[src/rtl/cpu6_bus_arbiter_if.sv]
// cpu6_bus_arbiter_if: CPU/DMA request, ack and memory-side bus signals of the Centurion bus arbiter
interface cpu6_bus_arbiter_if #(parameter int NUM_DMA = 2);
  logic                   cpu_req;
  logic                   cpu_we;
  logic [15:0]            cpu_addr;
  logic [7:0]             cpu_wdata;
  logic                   cpu_ack;
  logic [NUM_DMA-1:0]     dma_req;
  logic [NUM_DMA-1:0]     dma_we;
  logic [16*NUM_DMA-1:0]  dma_addr;
  logic [8*NUM_DMA-1:0]   dma_wdata;
  logic [NUM_DMA-1:0]     dma_ack;
  logic [7:0]             rdata;
  logic                   bus_error;
  logic [15:0]            mem_addr;
  logic [7:0]             mem_wdata;
  logic                   mem_re;
  logic                   mem_we;
  logic [7:0]             mem_rdata;
  logic                   mem_ready;
  logic [2:0]             owner;
  modport slave (
    input  cpu_req, cpu_we, cpu_addr, cpu_wdata, dma_req, dma_we, dma_addr, dma_wdata, mem_rdata, mem_ready,
    output cpu_ack, dma_ack, rdata, bus_error, mem_addr, mem_wdata, mem_re, mem_we, owner
  );
  modport master (
    output cpu_req, cpu_we, cpu_addr, cpu_wdata, dma_req, dma_we, dma_addr, dma_wdata, mem_rdata, mem_ready,
    input  cpu_ack, dma_ack, rdata, bus_error, mem_addr, mem_wdata, mem_re, mem_we, owner
  );
endinterface

[src/rtl/cpu6_bus_arbiter.sv]
// cpu6_bus_arbiter: CPU6/DMA Centurion bus arbiter and access sequencer; define CPU6_BUS_TIMEOUT_EN for the WAIT timeout
module cpu6_bus_arbiter #(
  parameter int NUM_DMA        = 2,
  parameter int WAIT_STATES    = 1,
  parameter int TIMEOUT_CYCLES = 255
) (
  input logic                 clock,
  input logic                 reset,
  cpu6_bus_arbiter_if.slave   bus
);
  typedef enum logic [1:0] {IDLE, ADDR, WAIT, DONE} state_t;
  state_t               state_q, state_d;
  logic [2:0]           cnt_q, cnt_d;
  logic [1:0]           rr_q, rr_d;
  logic                 prev_dma_q, prev_dma_d;
  logic [2:0]           owner_q, owner_d;
  logic [15:0]          mem_addr_q, mem_addr_d;
  logic [7:0]           mem_wdata_q, mem_wdata_d;
  logic                 re_q, re_d;
  logic                 we_q, we_d;
  logic [7:0]           rdata_q, rdata_d;
  logic                 cpu_ack_q, cpu_ack_d;
  logic [NUM_DMA-1:0]   dma_ack_q, dma_ack_d;
  logic                 dma_hit, gnt_dma, ready_ok, tmo_hit, fin;
  logic [1:0]           dma_win;
`ifdef CPU6_BUS_TIMEOUT_EN
  localparam int TW = $clog2(TIMEOUT_CYCLES + 1);
  logic [TW-1:0]        tmo_q, tmo_d;
  logic                 err_q, err_d;
  assign tmo_hit = (state_q == WAIT) && !ready_ok && (tmo_q == TW'(TIMEOUT_CYCLES - 1));
  assign bus.bus_error = err_q;
`else
  assign tmo_hit = 1'b0;
  assign bus.bus_error = 1'b0;
`endif
  assign ready_ok = (cnt_q == 3'd0) && bus.mem_ready;
  assign fin      = (state_q == WAIT) && (ready_ok || tmo_hit);
  assign gnt_dma  = dma_hit && !(prev_dma_q && bus.cpu_req);
  // round-robin search from rr_q; iterating downward leaves the first port in search order as winner
  always_comb begin
    dma_hit = 1'b0;
    dma_win = 2'd0;
    for (int k = NUM_DMA - 1; k >= 0; k--)
      if (bus.dma_req[(int'(rr_q) + k) % NUM_DMA]) begin
        dma_hit = 1'b1;
        dma_win = 2'((int'(rr_q) + k) % NUM_DMA);
      end
  end
  // next-state, grant capture, strobes, read data and ack pulses
  always_comb begin
    state_d     = state_q;
    cnt_d       = cnt_q;
    rr_d        = rr_q;
    prev_dma_d  = prev_dma_q;
    owner_d     = owner_q;
    mem_addr_d  = mem_addr_q;
    mem_wdata_d = mem_wdata_q;
    re_d        = re_q;
    we_d        = we_q;
    rdata_d     = rdata_q;
    cpu_ack_d   = 1'b0;
    dma_ack_d   = '0;
`ifdef CPU6_BUS_TIMEOUT_EN
    tmo_d       = tmo_q;
    err_d       = err_q;
`endif
    case (state_q)
      IDLE:
        if (gnt_dma || bus.cpu_req) begin
          state_d     = ADDR;
          owner_d     = gnt_dma ? {1'b0, dma_win} + 3'd1 : 3'd0;
          mem_addr_d  = gnt_dma ? bus.dma_addr[16*dma_win +: 16] : bus.cpu_addr;
          mem_wdata_d = gnt_dma ? bus.dma_wdata[8*dma_win +: 8] : bus.cpu_wdata;
          we_d        = gnt_dma ? bus.dma_we[dma_win] : bus.cpu_we;
          re_d        = !we_d;
          prev_dma_d  = gnt_dma;
          rr_d        = !gnt_dma ? rr_q : (dma_win == 2'(NUM_DMA - 1)) ? 2'd0 : dma_win + 2'd1;
        end
      ADDR: begin
        state_d = WAIT;
        cnt_d   = 3'(WAIT_STATES);
`ifdef CPU6_BUS_TIMEOUT_EN
        tmo_d   = '0;
`endif
      end
      WAIT: begin
        cnt_d = (cnt_q != 3'd0) ? cnt_q - 3'd1 : cnt_q;
`ifdef CPU6_BUS_TIMEOUT_EN
        tmo_d = tmo_q + TW'(1);
        err_d = fin ? tmo_hit : err_q;
`endif
        if (fin) begin
          state_d   = DONE;
          re_d      = 1'b0;
          we_d      = 1'b0;
          rdata_d   = tmo_hit ? 8'hFF : re_q ? bus.mem_rdata : rdata_q;
          cpu_ack_d = (owner_q == 3'd0);
          dma_ack_d = (owner_q == 3'd0) ? '0 : NUM_DMA'(1) << (owner_q - 3'd1);
        end
      end
      default: begin
        state_d = IDLE;
        owner_d = 3'd0;
      end
    endcase
  end
  // state and registered outputs; asynchronous reset aborts any access in flight
  always_ff @(posedge clock or posedge reset)
    if (reset) begin
      state_q     <= IDLE;
      cnt_q       <= 3'd0;
      rr_q        <= 2'd0;
      prev_dma_q  <= 1'b0;
      owner_q     <= 3'd0;
      mem_addr_q  <= 16'd0;
      mem_wdata_q <= 8'd0;
      re_q        <= 1'b0;
      we_q        <= 1'b0;
      rdata_q     <= 8'd0;
      cpu_ack_q   <= 1'b0;
      dma_ack_q   <= '0;
`ifdef CPU6_BUS_TIMEOUT_EN
      tmo_q       <= '0;
      err_q       <= 1'b0;
`endif
    end else begin
      state_q     <= state_d;
      cnt_q       <= cnt_d;
      rr_q        <= rr_d;
      prev_dma_q  <= prev_dma_d;
      owner_q     <= owner_d;
      mem_addr_q  <= mem_addr_d;
      mem_wdata_q <= mem_wdata_d;
      re_q        <= re_d;
      we_q        <= we_d;
      rdata_q     <= rdata_d;
      cpu_ack_q   <= cpu_ack_d;
      dma_ack_q   <= dma_ack_d;
`ifdef CPU6_BUS_TIMEOUT_EN
      tmo_q       <= tmo_d;
      err_q       <= err_d;
`endif
    end
  assign bus.cpu_ack   = cpu_ack_q;
  assign bus.dma_ack   = dma_ack_q;
  assign bus.rdata     = rdata_q;
  assign bus.mem_addr  = mem_addr_q;
  assign bus.mem_wdata = mem_wdata_q;
  assign bus.mem_re    = re_q;
  assign bus.mem_we    = we_q;
  assign bus.owner     = owner_q;
endmodule

[src/flat_wrapper.sv]
// flat-port wrapper written by rule: the top's interface ports become plain ports
module cpu6_bus_arbiter_flat 
#(
  parameter int NUM_DMA        = 2,
  parameter int WAIT_STATES    = 1,
  parameter int TIMEOUT_CYCLES = 255
)
  (clock, reset, bus_cpu_req, bus_cpu_we, bus_cpu_addr, bus_cpu_wdata, bus_dma_req, bus_dma_we, bus_dma_addr, bus_dma_wdata, bus_mem_rdata, bus_mem_ready, bus_cpu_ack, bus_dma_ack, bus_rdata, bus_bus_error, bus_mem_addr, bus_mem_wdata, bus_mem_re, bus_mem_we, bus_owner);
  cpu6_bus_arbiter_if #(.NUM_DMA(NUM_DMA)) bus_i ();
  input logic clock;
  input logic reset;
  input wire logic [$bits(bus_i.cpu_req)-1:0] bus_cpu_req;
  input wire logic [$bits(bus_i.cpu_we)-1:0] bus_cpu_we;
  input wire logic [$bits(bus_i.cpu_addr)-1:0] bus_cpu_addr;
  input wire logic [$bits(bus_i.cpu_wdata)-1:0] bus_cpu_wdata;
  input wire logic [$bits(bus_i.dma_req)-1:0] bus_dma_req;
  input wire logic [$bits(bus_i.dma_we)-1:0] bus_dma_we;
  input wire logic [$bits(bus_i.dma_addr)-1:0] bus_dma_addr;
  input wire logic [$bits(bus_i.dma_wdata)-1:0] bus_dma_wdata;
  input wire logic [$bits(bus_i.mem_rdata)-1:0] bus_mem_rdata;
  input wire logic [$bits(bus_i.mem_ready)-1:0] bus_mem_ready;
  output wire logic [$bits(bus_i.cpu_ack)-1:0] bus_cpu_ack;
  output wire logic [$bits(bus_i.dma_ack)-1:0] bus_dma_ack;
  output wire logic [$bits(bus_i.rdata)-1:0] bus_rdata;
  output wire logic [$bits(bus_i.bus_error)-1:0] bus_bus_error;
  output wire logic [$bits(bus_i.mem_addr)-1:0] bus_mem_addr;
  output wire logic [$bits(bus_i.mem_wdata)-1:0] bus_mem_wdata;
  output wire logic [$bits(bus_i.mem_re)-1:0] bus_mem_re;
  output wire logic [$bits(bus_i.mem_we)-1:0] bus_mem_we;
  output wire logic [$bits(bus_i.owner)-1:0] bus_owner;
  assign bus_i.cpu_req = bus_cpu_req;
  assign bus_i.cpu_we = bus_cpu_we;
  assign bus_i.cpu_addr = bus_cpu_addr;
  assign bus_i.cpu_wdata = bus_cpu_wdata;
  assign bus_i.dma_req = bus_dma_req;
  assign bus_i.dma_we = bus_dma_we;
  assign bus_i.dma_addr = bus_dma_addr;
  assign bus_i.dma_wdata = bus_dma_wdata;
  assign bus_i.mem_rdata = bus_mem_rdata;
  assign bus_i.mem_ready = bus_mem_ready;
  assign bus_cpu_ack = bus_i.cpu_ack;
  assign bus_dma_ack = bus_i.dma_ack;
  assign bus_rdata = bus_i.rdata;
  assign bus_bus_error = bus_i.bus_error;
  assign bus_mem_addr = bus_i.mem_addr;
  assign bus_mem_wdata = bus_i.mem_wdata;
  assign bus_mem_re = bus_i.mem_re;
  assign bus_mem_we = bus_i.mem_we;
  assign bus_owner = bus_i.owner;
  cpu6_bus_arbiter #(.NUM_DMA(NUM_DMA), .WAIT_STATES(WAIT_STATES), .TIMEOUT_CYCLES(TIMEOUT_CYCLES)) u_core (.clock(clock), .reset(reset), .bus(bus_i));
endmodule
[config.mk]
export PLATFORM = sky130hd
export DESIGN_NAME = cpu6_bus_arbiter_flat
export DESIGN_NICKNAME = d
export VERILOG_FILES = /design/src/rtl/cpu6_bus_arbiter_if.sv /design/src/rtl/cpu6_bus_arbiter.sv /design/src/flat_wrapper.sv
export SDC_FILE = /design/constraint.sdc
export NUM_CORES = 1
export LEC_CHECK = 0
export CAP_MARGIN = 40
export CORE_ASPECT_RATIO = 1.4
export CORE_MARGIN = 8
export CORE_UTILIZATION = 45
export DETAILED_ROUTE_END_ITERATION = 8
export DONT_BUFFER_PORTS = 1
export PLACE_DENSITY = 0.59
export SETUP_SLACK_MARGIN = 0.15
export SYNTH_ARGS = -nofsm -noshare
export SYNTH_HDL_FRONTEND = slang
export SYNTH_SLANG_ARGS = --single-unit
[constraint.sdc]
create_clock -name clock -period 2.9 [get_ports clock]
set_input_delay 0.58 -clock clock [delete_from_list [all_inputs] [get_ports clock]]
set_output_delay 0.58 -clock clock [all_outputs]
set_load 0.005 [all_outputs]
==> results.json, run 1 <==
{
  "p_sw_uw": 962,
  "cp-startpoint": "u_core.state_q[0]",
  "endpoint_kind": "register",
  "worstHoldPathType": "input port to async pin",
  "routedWlPerCell_um": 21.9,
  "path_buf_inv": 1,
  "diodes": 0,
  "antenna_found_initial": 0,
  "yosys.area.top_type_share_pct": 53.3,
  "critical_path_arrival_ns": 2.02,
  "post_cts_buffers": 0,
  "drcViolationCount": 0,
  "worst_ep_required_time_ns": 3.09,
  "core_area_mm2": 0.00473,
  "fin_area_mm2": 0.00230,
  "synth_top_area_cell": "dfrtp_1",
  "rsz0062_at_grt": "no",
  "status": "complete, no violations",
  "netlist_instances": 204,
  "p_leak_nw": 1.00,
  "cp-start-kind": "register",
  "cts_max_path_buffers": 2,
  "drt_iter0_markers": 147,
  "internal_power_mw": 1.46,
  "gr-total-overflow": 0,
  "vias": 1664,
  "ctsHoldBuffers": 0,
  "synthTopCellsByArea": "dfrtp_1 53%, a222oi_1 12%, nand2_1 5.7%, o21ai_1 4.6%, mux2_2 4.2%",
  "report.final.setup_viol": 0,
  "areaGrowthSynthToFinish_pct": 6.49,
  "fin_tns_setup_ns": 0,
  "post-dp-hpwl_mm": 4.54,
  "ys_types": 27,
  "final_cell_mix": "46 x dfrtp_1, 33 x nand2_1, 25 x a222oi_1",
  "power_frac_seq_pct": 48.3,
  "cts.clk_slew.worst_paths_ns": 0.09,
  "nFillCells": 455,
  "clkPwrFrac_pct": 15.8,
  "fin_skew_ns": 0.00791,
  "crit_cells": 4,
  "cts.sinks": 46,
  "drt_first_pass_iters": 6,
  "worst-setup-path-type": "register to register",
  "cts_resized": 0,
  "ios": 130,
  "clk_latency_ns": 0.29,
  "cp_max_fo": 11,
  "regArea_mm2": 0.00115,
  "rr_startpoint": "u_core.state_q[0]",
  "crit_family": "flip-flops",
  "synth_area_mm2": 0.00216,
  "rrSetupSlack_ns": 1.07,
  "htree_num_levels": 2,
  "irDropWorstVdd_mv": 0.423,
  "cts_tree": "yes",
  "yosysSeqAreaShare_pct": 53.3,
  "endpoint": "u_core.bus.rdata[3]",
  "final_common_cell": "dfrtp_1",
  "place_area_mm2": 0.00220,
  "num_rows": 30,
  "grt_pass1_wl_mm": 8.63,
  "multiInputGateArea_um2": 900,
  "r2r-end": "u_core.bus.rdata[3]",
  "final_layout_size_suffix_gt1_share_pct": 12.5,
  "crit_slowest_cell": "dfrtp_1",
  "die_x_um": 74.6,
  "maxCapViolations": 0,
  "period_share_pct": 63.1,
  "via_per_inst": 6.30,
  "die_h_um": 98.0,
  "cp_slowest_stage_delay_ns": 0.43,
  "crit_chain": "inv_1 -> ha_1 -> nand4_1 -> mux2_2",
  "die_area_mm2": 0.00731,
  "switching_share_pct": 39.8,
  "grt_max_degree": 51,
  "grt_usage_pct": 15.1,
  "initial_core_util_pct": 45.7,
  "synth_seq_cells": 46,
  "p_per_area_mw_per_mm2": 1050,
  "syn_avg_cell_area_um2": 10.6,
  "fmax_mhz": 546,
  "worstRegToRegCells": 4,
  "grt_pass1_vias": 1679,
  "gp_congestion": 0.771,
  "root_buffer": "clkbuf_8",
  "postRouteAntennaNets": 0,
  "cts_buffers": 5,
  "fin_nets": 294,
  "yosys_warnings": 0,
  "hold_violations": 0,
  "combPwrFrac_pct": 35.9,
  "io_buffer_count": 0,
  "min_period_ns": 1.83,
  "wirelength_mm": 5.78,
  "slew_viol_final": 0
}
## logic make-up after synthesis
family / after synthesis / share of synthesized area, %
AOI/OAI and AO/OA: 70 / 23.0
and+or+nand+nor: 48 / 9.90
DFF: 46 / 53.3
buffers and inverters: 25 / 5.96
muxes: 8 / 4.17
adders and majority gates: 6 / 3.47
other: 1 / 0.174
## power by group through the flow
stage | clock network (mW) | logic [mW] | registers, mW
4_1_cts | 0.404 | 0.869 | 1.18
3_3_place_gp | 0 | 0.802 | 1.17
3_5_place_dp | 0 | 0.864 | 1.19
5_1_grt | 0.428 | 0.983 | 1.20
6_report | 0.382 | 0.868 | 1.17
2_1_floorplan | 0 | 0.730 | 1.10
## worst min-delay path by stage
stage | from | end | slack (ns)
finish | reset | u_core.bus.rdata[2] | 0.04
global route | reset | u_core.bus.rdata[2] | 0.03
CTS | reset | u_core.bus.rdata[2] | 0.03
detailed placement | reset | u_core.bus.rdata[2] | 0.36
global placement | u_core.cnt_q[2] | u_core.cnt_q[2] | 0.46
floorplan | u_core.cnt_q[1] | u_core.cnt_q[1] | 0.45
## state kept, by name, summed over array words and instances, names as in the netlist
name,cells
u_core.rr_q,1
u_core.bus.dma_ack,2
u_core.bus.mem_wdata,8
u_core.bus.mem_re,1
u_core.cnt_q,3
u_core.bus.rdata,8
u_core.bus.owner,2
u_core.prev_dma_q,1
u_core.bus.mem_addr,16
u_core.bus.mem_we,1
u_core.bus.cpu_ack,1
u_core.state_q,2
## final cells by class
| type | instances | share of cell area, % |
|---|---|---|
| inverter | 8 | 1.31 |
| clock inverter | 3 | 0.924 |
| multi-input combinational | 134 | 39.1 |
| sequential | 46 | 50.0 |
| timing repair buffer | 4 | 2.18 |
| tap | 64 | 3.48 |
| clock buffer | 5 | 2.99 |
## worst register-to-register path: stages, from the launching register on
cell     delay (ns)
dfrtp_1        0.43
inv_1          0.11
ha_1           0.35
nand4_1        0.43
mux2_2         0.41
## cells in the mapped netlist
cell type  number
conb_1          1
nor3_1          4
buf_6           3
inv_1           8
nand3b_1        2
and3_4          1
a22oi_1         1
o21ai_0        15
nor2_1          2
a21oi_1         3
buf_4           2
a2bb2oi_1       1
mux2_2          8
clkbuf_1        8
dfrtp_1        46
nand2_2         1
o31ai_1         2
buf_2           4
nand2b_1        2
nand3_1         1
o21ai_1        20
a22o_1          3
nand2_1        33
ha_1            6
nand4_1         1
a222oi_1       25
and3_1          1
## per-stage QoR
step,hold WS [ns],power (mW),instances,util (%),worst slack [ns]
5_1_grt,0.0272,2.61,264,48.7,0.932
4_1_cts,0.0294,2.45,263,48.3,1.01
3_5_place_dp,0.362,2.05,255,46.4,0.913
6_report,0.0389,2.42,264,48.7,1.07
2_1_floorplan,0.450,1.83,205,-,1.23
3_3_place_gp,0.464,1.98,254,46.0,1.03
## per-layer routing
metal	vias to the layer above	part of all wire [%]	track usage [%]
met4	0	1.4	5.61
li1	753	-	-
met5	-	0	0
met1	819	33	13.6
met2	85	55	27.9
met3	7	11	6.56
Power figures use the tool's default switching activity.
==> inputs of run 2 (changes only) <==
clock period = 1.8 ns   (was 2.9 ns; I/O delays follow)
==> run 2 against run 1 <==
Net effect:
- combinational power rose by 80%
- clock power is 56% higher
- first-iteration DRC count decreased by 2.7%
- via count increased by 1.9%
==> results.json, run 2 (synthesis gave the netlist of run 1 again) <==
{
  "post-dp-hpwl_mm": 4.81,
  "die_h_um": 98.0,
  "p_leak_nw": 1.03,
  "utilization_pct": 49.9,
  "cp_max_fo": 5,
  "crit_chain": "inv_1 -> ha_1 -> ha_2 -> nand2_1 -> a22oi_2 -> o21ai_0 -> a22o_1",
  "cts_max_path_buffers": 2,
  "rrSetupSlack_ns": 0.24,
  "fin_area_mm2": 0.00236,
  "final_cell_mix": "46 x dfrtp_1, 33 x nand2_1, 25 x a222oi_1",
  "slew_viol_final": 0,
  "period_share_pct": 86.7,
  "cts_buffers": 5,
  "htree_num_levels": 2,
  "grt_pass1_vias": 1747,
  "grt_max_degree": 49,
  "hold_violations": 0,
  "antenna_found_initial": 0,
  "min_to": "u_core.bus.rdata[3]",
  "gr-total-overflow": 0,
  "via_per_inst": 6.30,
  "num_rows": 30,
  "fin_tns_setup_ns": 0,
  "min_period_ns": 1.56,
  "fin_skew_ns": 0.00302,
  "die_area_mm2": 0.00731,
  "grt_usage_pct": 16.1,
  "postRouteAntennaNets": 0,
  "hp-start": "bus_mem_rdata[3]",
  "fin_total_pwr_mw": 4.03,
  "gp_congestion": 0.801,
  "status": "complete, no violations",
  "areaGrowthSynthToFinish_pct": 9.32,
  "drt_first_pass_iters": 7,
  "cts_tree": "yes",
  "cts.clk_slew.worst_paths_ns": 0.08,
  "rsz0062_at_grt": "no",
  "worstHoldPathType": "input port to register",
  "fin_nets": 299,
  "die_x_um": 74.6,
  "largest_reg_flops": 16,
  "drcViolationCount": 0,
  "fmax_mhz": 640,
  "crit_slowest_cell": "dfrtp_1",
  "grt_pass1_wl_mm": 9.03,
  "diodes": 0,
  "worst_ep_required_time_ns": 1.98,
  "wirelength_mm": 5.99,
  "vias": 1696,
  "dpl.cell_count": 259,
  "endpoint_kind": "register",
  "routedWlPerCell_um": 22.3,
  "irDropWorstVdd_mv": 0.702,
  "cp_slowest_stage_delay_ns": 0.40,
  "p_per_area_mw_per_mm2": 1710,
  "drt_iter0_markers": 143,
  "critical_path_arrival_ns": 1.74,
  "cts.sinks": 46,
  "place_area_mm2": 0.00224,
  "root_buffer": "clkbuf_8",
  "r2r-end": "u_core.bus.mem_re",
  "core_area_mm2": 0.00473,
  "final_common_cell": "dfrtp_1",
  "final_cells": 269,
  "min_path_cells": 1,
  "final_layout_size_suffix_gt1_share_pct": 15.1,
  "worst-setup-path-type": "register to register",
  "clk_latency_ns": 0.29,
  "io_buffer_count": 0,
  "worstRegToRegCells": 7,
  "cp-start-kind": "register",
  "ios": 130,
  "rr_startpoint": "u_core.cnt_q[0]",
  "report.final.setup_viol": 0,
  "maxCapViolations": 0,
  "initial_core_util_pct": 45.7
}
==> run 2: cell count changes in the layout (fill, tap and decap cells not counted), sizes merged <==
cell,change
dlygate4sd3,+1
clkbuf,+1
buf,+4
clkinvlp,-1
==> run 2: worst max-delay path, delay by kind of cell, from the launching register on <==
family | cells | cell delay (ns)
flip-flops | 1 | 0.40
AND/OR/NAND/NOR | 1 | 0.09
AO/OA/AOI/OAI | 3 | 0.54
buffers and inverters | 1 | 0.06
adder cells (fa/ha/maj) | 2 | 0.36
==> run 2: area by class of cell <==
class | count | area (um^2)
sequential | 46 | 1150
fill | 461 | 2370
timing repair buffer | 9 | 103
inverter | 8 | 30.0
tap | 64 | 80.1
multi-input combinational | 134 | 912
clock inverter | 2 | 13.8
clock buffer | 6 | 72.6
==> run 2: through the flow <==
stage,setup WS [ns],hold slack (ns)
2_1_floorplan,0.275,0.450
4_1_cts,0.181,0.201
6_report,0.239,0.213
3_3_place_gp,0.162,0.261
3_5_place_dp,0.0331,0.267
5_1_grt,0.128,0.192
==> run 2: what timing repair did <==
| item | CTS | global route |
|---|---|---|
| hold buffers | 1 | 0 |
| pin swaps | 1 | 1 |
| setup buffers | 1 | 0 |
| resized for setup | 0 | 7 |
| endpoints found under the setup margin | 8 | 16 |
| endpoints found under the hold margin | 18 | 0 |
==> run 2: layer usage <==
layer  GRT usage, %  up-vias  part of all wire (%)
met5              0        -                     0
met4           6.06        0                   1.5
li1               -      761                     -
met1           14.7      835                    31
met2           29.5       91                    57
met3           6.67        9                    10
==> run 2: where the power goes <==
part	total (mW)	internal [mW]	switching, mW
clock network	0.596	0.274	0.322
registers	1.88	1.49	0.390
logic	1.56	0.668	0.887
total	4.03	2.43	1.60
==> run 2: how the worst max path moves through the flow <==
| stage | from | to | slack [ns] |
|---|---|---|---|
| 6_report | u_core.cnt_q[0] | u_core.bus.mem_re | 0.24 |
| 5_1_grt | u_core.cnt_q[1] | u_core.bus.mem_re | 0.13 |
| 4_1_cts | u_core.cnt_q[0] | u_core.bus.mem_re | 0.18 |
| 3_5_place_dp | u_core.cnt_q[0] | u_core.bus.rdata[7] | 0.03 |
| 3_3_place_gp | u_core.state_q[0] | u_core.bus.rdata[5] | 0.16 |
| 2_1_floorplan | u_core.cnt_q[0] | u_core.bus.rdata[0] | 0.28 |
